**src/rtl/maple_stream_decoder.sv**
```systemverilog
// maple_stream_decoder: Maple bus bit sampler, byte packer and AXI-Stream output FIFO.
// Define MAPLE_CHECKSUM_EN to build the end-of-frame XOR checksum check.
module maple_stream_decoder #(
   parameter int BYTES = 1,
   parameter int DEPTH = 8
) (
   input  logic                 aclk,
   input  logic                 aresetn,
   input  logic                 enable,
   input  logic                 sdcka_data,
   input  logic                 sdcka_negedge,
   input  logic                 sdckb_data,
   input  logic                 sdckb_negedge,
   output logic [8*BYTES-1:0]   m_axis_tdata,
   output logic [BYTES-1:0]     m_axis_tkeep,
   output logic                 m_axis_tlast,
   output logic                 m_axis_tvalid,
   input  logic                 m_axis_tready,
   output logic                 overflow,
   output logic                 frame_error,
   output logic                 checksum_error
);
   localparam int W  = 8 * BYTES;
   localparam int CW = $clog2(BYTES + 1);
   localparam int AW = $clog2(DEPTH);
   localparam int EW = W + BYTES + 1;
   localparam logic [AW:0] PTR_ONE = (AW + 1)'(1);

   typedef enum logic [1:0] {IDLE, PHASE1, PHASE2, FLUSH} state_t;

   state_t       state_q;
   logic [2:0]   bit_q;
   logic [6:0]   sh_q;
   logic [7:0]   hold_q;
   logic         hold_v_q;
   logic         frame_error_q;
   logic         samp, sbit, done, in_v, in_last, closing;

   logic [W-1:0]     pk_data_q, pk_data_d;
   logic [CW-1:0]    pk_cnt_q, pk_cnt_d;
   logic             pk_last_q, pk_last_d;
   logic [BYTES-1:0] pk_keep;
   logic [AW:0]      wp_q, rp_q;
   logic [EW-1:0]    mem_q [DEPTH];
   logic [EW-1:0]    head;
   logic             push, pop, full, wr, overflow_q;

   always_comb begin
      samp    = enable && state_q != FLUSH && (state_q == PHASE2 ? sdckb_negedge : sdcka_negedge);
      sbit    = state_q == PHASE2 ? sdcka_data : sdckb_data;
      done    = samp && bit_q == 3'd7;
      in_last = state_q == FLUSH;
      in_v    = hold_v_q && (done || in_last);
      closing = !enable && (state_q == PHASE1 || state_q == PHASE2);
   end

`ifdef MAPLE_CHECKSUM_EN
   logic [7:0] xr_q;
   logic       moved_q, cks_q;
   assign checksum_error = cks_q;
`else
   assign checksum_error = 1'b0;
`endif

   always_ff @(posedge aclk or negedge aresetn) begin
      if (!aresetn) begin
         state_q       <= IDLE;
         bit_q         <= '0;
         sh_q          <= '0;
         hold_q        <= '0;
         hold_v_q      <= 1'b0;
         frame_error_q <= 1'b0;
`ifdef MAPLE_CHECKSUM_EN
         xr_q          <= '0;
         moved_q       <= 1'b0;
         cks_q         <= 1'b0;
`endif
      end else begin
         frame_error_q <= closing && bit_q != 3'd0;
         if (samp) begin
            sh_q  <= {sh_q[5:0], sbit};
            bit_q <= bit_q + 3'd1;
         end
         if (done) begin
            hold_q   <= {sh_q, sbit};
            hold_v_q <= 1'b1;
         end
         unique case (state_q)
            IDLE:   if (enable) state_q <= samp ? PHASE2 : PHASE1;
            PHASE1: state_q <= !enable ? FLUSH : samp ? PHASE2 : PHASE1;
            PHASE2: state_q <= !enable ? FLUSH : samp ? PHASE1 : PHASE2;
            FLUSH: begin
               state_q  <= IDLE;
               bit_q    <= '0;
               sh_q     <= '0;
               hold_v_q <= 1'b0;
            end
         endcase
`ifdef MAPLE_CHECKSUM_EN
         // Held byte at close is the frame's last byte; every earlier one is already folded in.
         cks_q <= closing && moved_q && hold_v_q && xr_q != hold_q;
         if (in_v && !in_last) begin
            xr_q    <= xr_q ^ hold_q;
            moved_q <= 1'b1;
         end
         if (in_last) begin
            xr_q    <= '0;
            moved_q <= 1'b0;
         end
`endif
      end
   end

   always_comb begin
      push      = pk_last_q || pk_cnt_q == CW'(BYTES);
      pop       = m_axis_tvalid && m_axis_tready;
      full      = wp_q[AW] != rp_q[AW] && wp_q[AW-1:0] == rp_q[AW-1:0];
      wr        = push && (!full || pop);
      pk_data_d = push ? '0 : pk_data_q;
      pk_cnt_d  = push ? '0 : pk_cnt_q;
      pk_last_d = 1'b0;
      if (in_v) begin
         for (int i = 0; i < BYTES; i++)
            if (CW'(i) == pk_cnt_d) pk_data_d[8*i +: 8] = hold_q;
         pk_cnt_d  = pk_cnt_d + CW'(1);
         pk_last_d = in_last;
      end
      for (int i = 0; i < BYTES; i++) pk_keep[i] = CW'(i) < pk_cnt_q;
   end

   always_ff @(posedge aclk or negedge aresetn) begin
      if (!aresetn) begin
         pk_data_q  <= '0;
         pk_cnt_q   <= '0;
         pk_last_q  <= 1'b0;
         wp_q       <= '0;
         rp_q       <= '0;
         overflow_q <= 1'b0;
      end else begin
         pk_data_q <= pk_data_d;
         pk_cnt_q  <= pk_cnt_d;
         pk_last_q <= pk_last_d;
         if (wr) wp_q <= wp_q + PTR_ONE;
         if (pop) rp_q <= rp_q + PTR_ONE;
         if (state_q == IDLE && enable) overflow_q <= 1'b0;
         if (push && full && !pop) overflow_q <= 1'b1;
      end
   end

   always_ff @(posedge aclk) if (wr) mem_q[wp_q[AW-1:0]] <= {pk_data_q, pk_keep, pk_last_q};

   assign head          = mem_q[rp_q[AW-1:0]];
   assign m_axis_tvalid = wp_q != rp_q;
   assign m_axis_tdata  = m_axis_tvalid ? head[EW-1 -: W] : '0;
   assign m_axis_tkeep  = m_axis_tvalid ? head[BYTES:1] : '0;
   assign m_axis_tlast  = m_axis_tvalid && head[0];
   assign overflow      = overflow_q;
   assign frame_error   = frame_error_q;
endmodule

```
**config.mk**
```make
export PLATFORM = sky130hd
export DESIGN_NAME = maple_stream_decoder
export DESIGN_NICKNAME = d
export VERILOG_FILES = /design/src/rtl/maple_stream_decoder.sv
export SDC_FILE = /design/constraint.sdc
export NUM_CORES = 1
export LEC_CHECK = 0
export BUFFER_PORTS_ARGS = -buffer_cell sky130_fd_sc_hd__buf_2
export CAP_MARGIN = 20
export CORE_MARGIN = 1
export CORE_UTILIZATION = 39
export DETAILED_ROUTE_END_ITERATION = 8
export REMOVE_ABC_BUFFERS = 1
export SLEW_MARGIN = 20
export SYNTH_ARGS = -nofsm -noshare
export SYNTH_HDL_FRONTEND = slang
export SYNTH_SLANG_ARGS = --single-unit
```
**constraint.sdc**
```tcl
create_clock -name aclk -period 5.68 [get_ports aclk]
set_input_delay 1.136 -clock aclk [delete_from_list [all_inputs] [get_ports aclk]]
set_output_delay 1.136 -clock aclk [all_outputs]
set_load 0.05 [all_outputs]
```
==> metrics <==
main combinational cell family by area after synthesis multiplexers; Synthesis Warnings 0; cell at the root of the clock tree clkbuf_16; Layout Area Growth over Synthesis 16.2%; leading post-synthesis cells by cell area edfxtp_1 47%, dfrtp_1 20%, mux4_2 8.7%; area fraction in compound gates after synthesis 0.0255; clk_skew 0.00788 ns; DRC violation count after routing 0; global-route wire length before repair 14.3 mm; most frequent cell after synthesis edfxtp_1; Top Ports 22; setup repair after global routing missed its margin false; share of flip-flops with an asynchronous set or reset after synthesis 0.339; arrival time of the worst setup path 2.48 ns; Core Rows 41; Clock H-tree levels 4; final worst-path cycle share 0.636; share of synthesized cell area in full adder, half adder and majority cells 0.0243; top-area cell type share of the netlist area 0.466; leakage dissipation 2.36 nW; global-route congestion overflow total 0; weighted congestion at the end of routability-driven global placement 0.705; top cells by count, synth 80 x edfxtp_1, 41 x dfrtp_1, 27 x mux2i_1, 27 x nor2_1, 20 x mux4_2; count of maximum capacitance violations 0; insertion delay of the later-clocked pin in the worst-skew pair 0.41 ns; ANT nets after route 0; fin crit period 3.61 ns; Startpoint Class flop; highest net fanout along the worst path 24; buffers inserted during post-CTS setup optimization 0; average cell area after synthesis 16.3 µm²; worst path required time 4.54 ns; synthesized netlist cell count 316; final setup violating endpoints 0; Initial Util 0.404; Resize count post-CTS 0; Hold Fails Final Rpt 0; total global-route track usage 0.149; initial antenna violation count 0; maximum frequency from static timing analysis 277 MHz; run status completed; count of buffers from port buffering 20; setup TNS after final layout 0 ns; number of clock sinks 121; dominant synthesized flop cell edfxtp_1; post-synthesis simple-gate area fraction 0.0640; type of destination of the critical path primary output; IR Drop Worst-Case VDD 0.220 mV; Die Footprint 0.0137 mm²; number of distinct library cells after synthesis 46; clock tree from TritonCTS built; max_slew headroom 0.316; maximum number of pins on one net before global-route repair 42; CTS Buf Count 17; # diodes 0; core area 0.0128 mm²; type of the worst min-delay path reg2reg; DR vias/cell 4.90; Die Width 117 µm; vias 2,596; final standard cell utilization of the core 0.469; number of iterations in the first detailed-routing pass 4; final count of pins violating max slew 0; vias in the first global route 2,689; WL per Instance 16.7 µm; Power Density 524 mW/mm²; Post-synth EDFFs 80; wirelength, routed 8.86 mm; xor/xnor share of the synthesized area 0.0199; number of buffers on the longest clock path 2; post-synthesis mux area share 0.167; slew at the pin closest to its max-slew limit 1.03 ns; top cell type by total area after synthesis edfxtp_1; clock-pin slew on the worst setup and hold paths 0.05 ns; sequential element share of the synthesized area 0.665; number of storage elements in the synthesis netlist 121; area of the mapped netlist 0.00516 mm²; number of nets in the layout 364; iteration-0 DRC count of the detailed router 162; category of the most critical setup path reg2out; placed wire-length estimate after detailed placement 5.45 mm; fraction of layout cells with a size suffix above 1 0.279; Filler Cell Count 1,093; hold bufs inserted after CTS 0; vertical die dimension 117 µm
==> power breakdown <==
part	total, mW	switching [mW]	internal, mW	leakage [nW]
combinational	0.898	0.545	0.353	0.880
clock	1.01	0.368	0.637	0.267
sequential	1.24	0.161	1.08	1.21
==> worst max-delay path, cell delays in order, from the launching register on <==
cell and delay [ns]:
dfrtp_1 1.02, xnor2_1 0.25, and4b_2 0.39, nor2_1 0.14
buf_2 0.27
==> worst paths after layout <==
| path | slack [ns] | cells past startpoint | from | to |
|---|---|---|---|---|
| hold / removal | 0.50 | 1 | overflow | overflow |
| hold reg to reg | 0.50 | 1 | overflow | overflow |
| setup reg to reg | 3.00 | 5 | rp_q[1] | mem_q[6][4] |
| setup / recovery | 2.07 | 4 | rp_q[1] | m_axis_tkeep |
| max in group asynchronous | 4.22 | 1 | aresetn | rp_q[1] |
| min in group asynchronous | 0.87 | 1 | aresetn | sh_q[6] |
==> layout make-up <==
class                           instances  area [µm²]  share of cell area
Clock buffer                           18         429              0.0716
Tap cell                              172         215              0.0359
Clock inverter                         13         131              0.0219
Sequential cell                       121        3430               0.572
Inverter                               16        60.1              0.0100
Timing Repair Buffer                   28         160              0.0267
Multi-Input combinational cell        162        1570               0.262
==> flip-flops by register name, summed over array words and instances, names as in the netlist <==
| register | cells |
|---|---|
| pk_cnt_q | 1 |
| hold_v_q | 1 |
| pk_last_q | 1 |
| pk_data_q | 8 |
| frame_error | 1 |
| wp_q | 4 |
| hold_q | 8 |
| sh_q | 7 |
| overflow | 1 |
| state_q | 2 |
| rp_q | 4 |
| bit_q | 3 |
| mem_q | 80 |
==> cell families (layout without fill, tap and decap cells) <==
logic type / Yosys count / after routing
and+or+nand+nor: 66 / 66
other: 1 / 1
AOI/OAI and AO/OA: 16 / 16
xor gates and xnor gates: 10 / 10
adders and majority gates: 10 / 10
buffers and inverters: 33 / 75
DFF: 121 / 121
muxes: 59 / 59
==> routing by layer <==
metal | GRT usage | vias to the layer above | routed length (µm)
met5 | 0 | - | 0
met2 | 0.252 | 43 | 4440
met1 | 0.182 | 1309 | 4000
li1 | - | 1233 | -
met4 | 0.0608 | 0 | 121
met3 | 0.0417 | 11 | 301
==> cell usage in the layout (no fill, tap or decap), types with 2 or more instances in the layout <==
cell        count
nor3_1          6
mux4_2         20
nand4_1         2
xnor2_2         2
xor2_1          2
buf_2          20
nor3b_1         2
mux2i_1        27
nand2_1        13
clkinvlp_4      3
edfxtp_1       80
nor2b_1         3
nor2_1         27
bufinv_16       2
clkbuf_16      17
buf_4           8
ha_1           10
clkinv_4        3
xnor2_1         6
o21a_1          2
mux2_2         10
o211ai_1        2
clkinv_2        3
dfrtp_1        41
clkinv_1        2
inv_1          16
nand2b_1        4
==> metrics by stage <==
step                power (mW)  area [µm²]  setup WS, ns  hold slack [ns]  cells
finish                    3.14        5990          2.07            0.497    530
global route              3.31        5990          1.84            0.515    530
CTS                       3.18        5990          1.98            0.507    530
detailed placement        2.17        5430          2.42            0.493    499
global placement          2.14        5430          2.48            0.486    499
floorplan                 1.93        5040          2.25            0.475    299
No activity file was read; power rests on OpenSTA's default activity.
